[src/rtl/memory_access.sv]
// -----------------------------------------------------------------------------
// memory_access
//
// This is the memory stage of a 5-stage RV32I pipeline. It holds the EX/MEM
// pipeline register and performs byte, halfword and word accesses over a
// req/ready data-memory handshake. Results are registered into the MEM/WB
// register.
//
// Parameters
//   ADDR_W          byte-address width of mem_addr (at most 32)
//   FAULT_SUPPRESS  1: a faulting op issues no request and drops its RegWrite
//
// Ports
//   clk, rst                  clock, synchronous active-high reset
//   in_*                      execute-stage outputs (held by upstream on stall)
//   stall                     freeze upstream stages while an access waits
//   mem_req/we/addr/wdata/wstrb
//                             request side of the data-memory handshake
//   mem_ready/rdata           completion and aligned read word
//   ex_mem_*                  forwarding bus back to execute (from the latch)
//   out_*                     MEM/WB register; out_fault is a one-cycle pulse
// -----------------------------------------------------------------------------
module memory_access #(
  parameter int ADDR_W         = 32,
  parameter bit FAULT_SUPPRESS = 1'b1
) (
  input  logic              clk,
  input  logic              rst,
  input  logic              in_MemRead,
  input  logic              in_MemWrite,
  input  logic              in_RegWrite,
  input  logic [4:0]        in_RegDest,
  input  logic              in_MemToReg,
  input  logic [2:0]        in_Funct3,
  input  logic [31:0]       in_AluResult,
  input  logic [31:0]       in_rs2_value,
  output logic              stall,
  output logic              mem_req,
  output logic              mem_we,
  output logic [ADDR_W-1:0] mem_addr,
  output logic [31:0]       mem_wdata,
  output logic [3:0]        mem_wstrb,
  input  logic              mem_ready,
  input  logic [31:0]       mem_rdata,
  output logic              ex_mem_RegWrite,
  output logic [4:0]        ex_mem_RegDest,
  output logic [31:0]       ex_mem_result,
  output logic              out_RegWrite,
  output logic [4:0]        out_RegDest,
  output logic              out_MemToReg,
  output logic [31:0]       out_AluResult,
  output logic [31:0]       out_data,
  output logic              out_fault
);

  typedef enum logic {IDLE, ACCESS} state_t;

  typedef struct packed {
    logic        mem_read;
    logic        mem_write;
    logic        reg_write;
    logic [4:0]  reg_dest;
    logic        mem_to_reg;
    logic [2:0]  funct3;
    logic [31:0] alu_result;
    logic [31:0] rs2_value;
  } ex_mem_t;

  // Misalignment or an funct3 that this access type does not support.
  function automatic logic calc_fault(input logic rd, input logic wr,
                                      input logic [2:0] f3, input logic [1:0] a);
    logic f;
    f = 1'b0;
    if (rd) begin
      case (f3)
        3'b000, 3'b100: f = 1'b0;
        3'b001, 3'b101: f = a[0];
        3'b010:         f = (a != 2'b00);
        default:        f = 1'b1;
      endcase
    end else if (wr) begin
      case (f3)
        3'b000:  f = 1'b0;
        3'b001:  f = a[0];
        3'b010:  f = (a != 2'b00);
        default: f = 1'b1;
      endcase
    end
    return f;
  endfunction

  state_t     state;
  ex_mem_t    lat;
  ex_mem_t    nxt;
  logic       fault;
  logic       nxt_fault;
  logic       nxt_access;
  logic [1:0] ofs;
  logic [31:0] load_data;
  logic [31:0] byte_word;

  assign nxt = '{mem_read:   in_MemRead,
                 mem_write:  in_MemWrite,
                 reg_write:  in_RegWrite,
                 reg_dest:   in_RegDest,
                 mem_to_reg: in_MemToReg,
                 funct3:     in_Funct3,
                 alu_result: in_AluResult,
                 rs2_value:  in_rs2_value};

  assign ofs   = lat.alu_result[1:0];
  assign fault = calc_fault(lat.mem_read, lat.mem_write, lat.funct3, ofs);

  // The state after a latch load is decided by the op being latched, so an
  // access can follow an access with no idle cycle in between.
  assign nxt_fault  = calc_fault(in_MemRead, in_MemWrite, in_Funct3, in_AluResult[1:0]);
  assign nxt_access = (in_MemRead | in_MemWrite) & ~(nxt_fault & FAULT_SUPPRESS);

  // Memory-side handshake; a zero-wait access (mem_ready in the first ACCESS
  // cycle) never raises stall.
  assign mem_req  = (state == ACCESS);
  assign mem_we   = (state == ACCESS) & lat.mem_write;
  assign stall    = (state == ACCESS) & ~mem_ready;
  assign mem_addr = {lat.alu_result[ADDR_W-1:2], 2'b00};

  // Forwarding bus straight from the latch, so it stays valid while stalled.
  assign ex_mem_RegWrite = lat.reg_write;
  assign ex_mem_RegDest  = lat.reg_dest;
  assign ex_mem_result   = lat.alu_result;

  // Store lane placement. The latch only changes when stall is low, so these
  // stay stable for the whole access.
  always_comb begin
    // NOTE: every always_comb output gets a default first so that no path
    // leaves it unassigned and infers a latch.
    mem_wdata = lat.rs2_value;
    mem_wstrb = 4'b0000;
    case (lat.funct3)
      3'b000:  mem_wdata = {4{lat.rs2_value[7:0]}};
      3'b001:  mem_wdata = {2{lat.rs2_value[15:0]}};
      default: mem_wdata = lat.rs2_value;
    endcase
    if (lat.mem_write) begin
      case (lat.funct3)
        3'b000:  mem_wstrb = 4'b0001 << ofs;
        3'b001:  mem_wstrb = 4'b0011 << ofs;
        3'b010:  mem_wstrb = 4'b1111;
        default: mem_wstrb = 4'b0000;
      endcase
    end
  end

  // Load extraction. It is only meaningful when an access really returned data.
  // A load that faulted without an access writes back zero.
  assign byte_word = mem_rdata >> {ofs, 3'b000};

  always_comb begin
    load_data = 32'h0;
    if (lat.mem_read && state == ACCESS) begin
      case (lat.funct3)
        3'b000:  load_data = {{24{byte_word[7]}}, byte_word[7:0]};
        3'b100:  load_data = {24'h0, byte_word[7:0]};
        3'b001:  load_data = ofs[1] ? {{16{mem_rdata[31]}}, mem_rdata[31:16]}
                                    : {{16{mem_rdata[15]}}, mem_rdata[15:0]};
        3'b101:  load_data = ofs[1] ? {16'h0, mem_rdata[31:16]}
                                    : {16'h0, mem_rdata[15:0]};
        3'b010:  load_data = mem_rdata;
        default: load_data = 32'h0;
      endcase
    end
  end

  // NOTE: sequential state uses non-blocking assignments so that every
  // register samples the values from before the edge.
  always_ff @(posedge clk) begin
    if (rst) begin
      state         <= IDLE;
      lat           <= '0;
      out_RegWrite  <= 1'b0;
      out_RegDest   <= 5'd0;
      out_MemToReg  <= 1'b0;
      out_AluResult <= 32'h0;
      out_data      <= 32'h0;
      out_fault     <= 1'b0;
    end else if (!stall) begin
      lat           <= nxt;
      state         <= nxt_access ? ACCESS : IDLE;
      out_RegWrite  <= lat.reg_write & ~(fault & FAULT_SUPPRESS);
      out_RegDest   <= lat.reg_dest;
      out_MemToReg  <= lat.mem_to_reg;
      out_AluResult <= lat.alu_result;
      out_data      <= load_data;
      out_fault     <= fault;
    end
  end

endmodule

[config.mk]
export PLATFORM = sky130hd
export DESIGN_NAME = memory_access
export DESIGN_NICKNAME = d
export VERILOG_FILES = /design/src/rtl/memory_access.sv
export SDC_FILE = /design/constraint.sdc
export NUM_CORES = 1
export LEC_CHECK = 0
export BUFFER_PORTS_ARGS = -buffer_cell sky130_fd_sc_hd__buf_2
export CORE_UTILIZATION = 48
export DETAILED_ROUTE_END_ITERATION = 10
export MAX_ROUTING_LAYER = met4
export PLACE_DENSITY = 0.86
export SETUP_SLACK_MARGIN = 0.4
export SYNTH_ARGS = -nofsm -noshare
export SYNTH_HDL_FRONTEND = slang
export SYNTH_SLANG_ARGS = --single-unit
[constraint.sdc]
create_clock -name clk -period 1.8 [get_ports clk]
set_input_delay 0.27 -clock clk [delete_from_list [all_inputs] [get_ports clk]]
set_output_delay 0.27 -clock clk [all_outputs]
set_load 0.05 [all_outputs]
==> qor.yml, run 1 <==
layout_setup_ws_ns: -0.1717
synth_top_area_share: 0.4328
start_util: 0.4946
clk_pin_slew_ns: 0.06
worstHoldStart: "in_AluResult[6]"
die_w_um: 121.8
ys_ff_latch: 149
finClkSkew_ns: 0.01180
start_kind: "register"
slowest_delay_ns: 0.36
drc: 0
cts_max_level: 4
maxUsedRoutingLayer: "met4"
routed_wl_um: 24300
critPathRequiredTime_ns: 1.53
max_freq_mhz: 507.2
nets: 1190
arrival_ns: 1.70
dr_wl_met3_um: 2045
die-area_um2: 14840
cts_hold_buf: 0
hold_path.class: "primary input to register"
async_flop_share: 0
status: "complete, but fails checks"
end_kind: "output port"
antenna_found_initial: 0
cp_cell_sequence: "nor3_4, buf_12, mux2_4, buf_6"
rsz0062_at_grt: "true"
synth_area_um2: 6892
postSynthCellCount: 836
period_needed_ns: 1.972
core_um2: 13930
rows: 43
grt.total_usage: 0.3092
wire_per_inst_um: 19.12
dr_total_vias: 7172
cellPowerDensity_nw_per_um2: 960.2
clock_sinks: 149
seq_area_frac_synth: 0.4328
synth_top_flop_cell: "dfxtp_1"
violations: "negative setup slack"
setup_violations: 37
r2r-start: "lat[66]"
port_buffers: 289
cp_max_fo: 8
layout-drive-gt1-share: 0.4830
avgSynthCellArea_um2: 8.244
synth_edf_count: 0
grt_pass1_wl_um: 34300
synth_area_leader_cell: "dfxtp_1"
wl_met1_um: 9003
grt_pass1_vias: 6560
crit_path_start: "lat[66]"
setup_tns_ns: -4.006
cts_tree: "yes"
dpl.hpwl_um: 13670
ios: 292
met2RoutedLength_um: 12350
syn_to_final_growth_pct: 47.89
leakagePower_nw: 4.502
firstDrtPassIters: 6
ir_drop_uv: 690.0
numCtsBuffers: 17
antenna_cells: 0
cap_violations: 0
slowest_stage: "dfxtp_4"
grt.overflow.total: 0
drtAntennaViolNets: 0
post-place-ws_ns: 0.1334
grt_max_degree: 60
drtIter0Drc: 698
ys_warn_count: 0
clk-insertion-delay-late_ns: 0.42
finalHoldViolations: 0
clk_path_buf_depth: 2
period_share: 1.095
die_h_um: 121.8
whs_ns: 0.09335
gp_congestion: 0.8539
yosys.cell_types.count: 44
ys_top_cells_by_area: "dfxtp_1 43%, nand2_1 14%, a21oi_1 9.2%"
path_class: "register to output port"
vias_per_cell: 5.643
clock-root-buffer: "clkbuf_16"
final_max_slew_viol_count: 0
## critical path, delay by kind of cell (launching register included)
kind / cells / cell delay, ns
muxes: 1 / 0.33
buffers and inverters: 2 / 0.34
DFF: 1 / 0.36
and+or+nand+nor: 1 / 0.25
## power by group
| group | internal, mW | total, mW | switching [mW] |
|---|---|---|---|
| registers | 3.46 | 3.62 | 0.156 |
| logic | 0.937 | 2.58 | 1.65 |
| clock network | 2.15 | 3.59 | 1.44 |
| total | 6.55 | 9.79 | 3.24 |
## cells by family (layout without fill, tap and decap cells)
group,after synthesis,in the layout,synth area share
other,1,2,0.0005441
buffers and inverters,144,398,0.1300
AO/OA/AOI/OAI,205,205,0.2048
multiplexers,34,34,0.05356
flip-flops,149,149,0.4328
AND/OR/NAND/NOR,303,303,0.1783
## through the flow
step	std cells	util	instance area, um2	power [mW]
2_1_floorplan	837	-	7103	5.269
5_1_grt	1271	0.7314	10190	10.08
6_report	1271	0.7314	10190	9.787
3_5_place_dp	1192	0.5878	8190	5.672
3_3_place_gp	1192	0.5878	8190	5.644
4_1_cts	1253	0.7001	9756	9.591
## per-layer routing
layer	GRT usage	vias up
met3	0.06601	80
met5	-	-
met4	0.1350	0
met2	0.5233	428
li1	-	3267
met1	0.3501	3397
## flip-flops by register name (all words and copies together), names as in the netlist
name	count
lat	38
ex_mem_result	32
out_AluResult	32
out_data	32
ex_mem_RegDest	5
out_RegDest	5
ex_mem_RegWrite	1
mem_req	1
out_MemToReg	1
out_RegWrite	1
out_fault	1
## placed cells by master, fill, tap and decap left out, drive strengths merged, types with 9 or more instances in the layout
cell / n
dfxtp: 149
mux2i: 11
mux2: 23
a21oi: 126
o21ai: 14
a222oi: 15
a221oi: 26
nand2: 265
buf: 348
clkbuf: 32
inv: 9
a22oi: 16
nor2: 21
## final timing paths
path	slack [ns]	to	cells after the start
max	-0.17	mem_wdata[13]	4
min	0.09	ex_mem_result[6]	3
max reg2reg	-0.09	out_data[14]	9
min reg2reg	0.45	out_AluResult[25]	2
## cells in the mapped netlist (2+ instances only)
master,n
a221oi_1,5
nand2b_1,3
a222oi_1,15
o21ai_1,9
nand3b_1,2
mux2i_1,11
o21bai_2,2
buf_1,11
buf_6,4
clkbuf_1,26
dfxtp_1,149
a22oi_1,16
mux2_2,20
nor2_1,19
inv_1,4
buf_4,81
mux2_1,3
buf_2,17
a21oi_1,126
a221oi_2,21
o21ai_0,4
nand2_1,264
nor2b_1,3
## what timing repair did
item	CTS	global route
setup buffers	25	14
gates resized for setup	183	55
endpoints found under the setup margin	94	101
pin swaps	31	33
gates cloned	5	4
## cell type report
class	count	area, um2
Clock inverter	11	123.9
Inverter	5	31.28
Fill cell	935	3742
Timing Repair inverter	1	8.758
Sequential cell	149	3013
Clock buffer	20	466.7
Multi-Input combinational cell	544	3575
Tap cell	180	225.2
Timing Repair Buffer	361	2749
No activity file was read; power rests on OpenSTA's default activity.
==> run 2, diff against run 1 <==
--- a/config.mk
+++ b/config.mk
@@ -6,10 +6,10 @@
 export NUM_CORES = 1
 export LEC_CHECK = 0
 export BUFFER_PORTS_ARGS = -buffer_cell sky130_fd_sc_hd__buf_2
-export CORE_UTILIZATION = 48
+export CORE_UTILIZATION = 40
 export DETAILED_ROUTE_END_ITERATION = 10
 export MAX_ROUTING_LAYER = met4
-export PLACE_DENSITY = 0.86
+export PLACE_DENSITY = 0.75
 export SETUP_SLACK_MARGIN = 0.4
 export SYNTH_ARGS = -nofsm -noshare
 export SYNTH_HDL_FRONTEND = slang
==> run 2 against run 1 <==
- fmax fell by 0.65%
- clock power rose by 5%
- largest power group is now clock
- power rose by 1.9%
- via count fell by 0.33%
- routed wire length rose by 2.1%
- first-iteration DRC count fell by 20%
- core utilization fell by 10 points
- hold slack got worse by 0.012 ns
- combinational power barely moved
- clock skew fell by 0.0023 ns
- the flow still finishes with violations (negative setup slack)
==> qor.yml, run 2 (synthesis results as in run 1) <==
wire_per_inst_um: 18.68
die_h_um: 133.3
layout_setup_ws_ns: -0.1845
path_class: "register to output port"
rsz0062_at_grt: "true"
grt.overflow.total: 0
period_share: 1.103
clk-insertion-delay-late_ns: 0.42
top_register: "lat"
hold_path.class: "primary input to register"
syn_to_final_growth_pct: 52.03
clk_path_buf_depth: 2
final.fill_count: 1372
max_freq_mhz: 503.9
antenna_found_initial: 3
finalHoldViolations: 0
final_cell_area_um2: 10480
final_max_slew_viol_count: 0
critPathRequiredTime_ns: 1.53
mostFrequentLayoutCell: "nand2_1"
ir_drop_uv: 651.5
cts_tree: "yes"
dpl.hpwl_um: 14340
arrival_ns: 1.71
r2r_cells: 8
period_needed_ns: 1.985
clk_pin_slew_ns: 0.07
p_sw_mw: 3.333
p_clk_frac: 0.379
start_util: 0.4126
min_path_cells: 3
worst_pin_slew_ns: 0.5415
r2r-start: "lat[65]"
start_kind: "register"
combPwrFrac: 0.259
drtAntennaViolNets: 0
r2r_slack_ns: -0.02
cellPowerDensity_nw_per_um2: 951.5
violations: "negative setup slack"
cap_violations: 0
rr_endpoint: "out_data[13]"
setup_violations: 31
post-place-ws_ns: 0.02959
end_kind: "output port"
clock_sinks: 149
gp_congestion: 0.8575
ios: 292
layout_common_cells: "263 x nand2_1, 234 x buf_2, 134 x dfxtp_1, 110 x a21oi_1, 38 x buf_4"
firstDrtPassIters: 7
grt_max_degree: 71
dp.cells: 1234
core_um2: 16700
power_frac_seq: 0.363
die-area_um2: 17760
leakagePower_nw: 4.687
worstHoldStart: "in_rs2_value[0]"
layout-drive-gt1-share: 0.4769
status: "complete, but fails checks"
grt.total_usage: 0.2656
port_buffers: 289
drtIter0Drc: 556
swShare: 0.3344
vias_per_cell: 5.383
cts_max_level: 4
layoutNonFillerInstCount: 1328
die_w_um: 133.3
clock-root-buffer: "clkbuf_16"
dr_total_vias: 7148
dpl-instance-area_um2: 8270
hold_end: "lat[0]"
finClkSkew_ns: 0.009519
nets: 1203
numCtsBuffers: 17
routed_wl_um: 24800
intPower_mw: 6.636
grt_pass1_wl_um: 35600
cp_max_fo: 8
relSlewSlack: 0.6377
largest_reg_flops: 38
drc: 0
whs_ns: 0.08099
grt_pass1_vias: 6638
rows: 47
[run 2: changes by cell type in the layout (fill, tap and decap cells not counted), sizes merged]
cell and change:
buf +11, bufinv +1, clkbuf -1, clkinv +1, clkinvlp -1, diode +3
inv +3
[run 2: layer usage]
metal,vias up,part of all wire,global-route usage
li1,3295,-,-
met3,75,0.079,0.05518
met1,3363,0.38,0.2965
met4,0,0.038,0.1578
met5,-,0,-
met2,415,0.50,0.4375
[run 2: worst max-delay path, stage by stage (launching register included)]
cell,delay (ns)
dfxtp_4,0.38
nor3_4,0.27
buf_12,0.18
mux2_4,0.32
buf_8,0.15
[run 2: worst max path at each step]
stage / start / end / slack, ns / depth (start not counted)
detailed placement: ex_mem_result[1] / out_data[26] / 0.03 / 4
floorplan: lat[64] / mem_wdata[10] / 0.16 / 3
global placement: ex_mem_result[1] / out_data[24] / 0.11 / 4
CTS: lat[66] / mem_wdata[15] / -0.18 / 4
global route: lat[65] / mem_wdata[10] / -0.23 / 4
finish: lat[65] / mem_wdata[11] / -0.18 / 4
[run 2: area by class of cell]
type	count	area, um2	share of cell area
multi-input cells	544	3496	0.3337
repair buffers	374	3022	0.2884
flip-flops and latches	149	3017	0.2879
clock buffers	17	425.4	0.04060
well taps	220	275.3	0.02627
clock inverters	15	195.2	0.01863
inverters	5	31.28	0.002985
repair inverters	1	8.758	0.0008359
diodes	3	7.507	0.0007165
[run 2: power groups by stage]
| stage | clock network [mW] | logic (mW) | registers (mW) |
|---|---|---|---|
| 3_3_place_gp | 0 | 2.00 | 3.67 |
| 2_1_floorplan | 0 | 1.46 | 3.80 |
| 5_1_grt | 3.98 | 2.68 | 3.63 |
| 3_5_place_dp | 0 | 2.01 | 3.67 |
| 6_report | 3.77 | 2.58 | 3.61 |
| 4_1_cts | 3.84 | 2.42 | 3.61 |
[run 2: repair_timing]
action	CTS	global route
setup endpoints to repair	163	107
gates resized for setup	185	56
setup buffers	31	16
cloned	9	3
pin swaps	34	32
hold buffers	0	0
[run 2: through the flow]
step | util | setup TNS, ns | power, mW
global route | 0.6274 | -4.927 | 10.29
finish | 0.6274 | -3.204 | 9.970
detailed placement | 0.4952 | 0 | 5.688
global placement | 0.4952 | 0 | 5.669
floorplan | - | 0 | 5.269
CTS | 0.6031 | -3.249 | 9.867
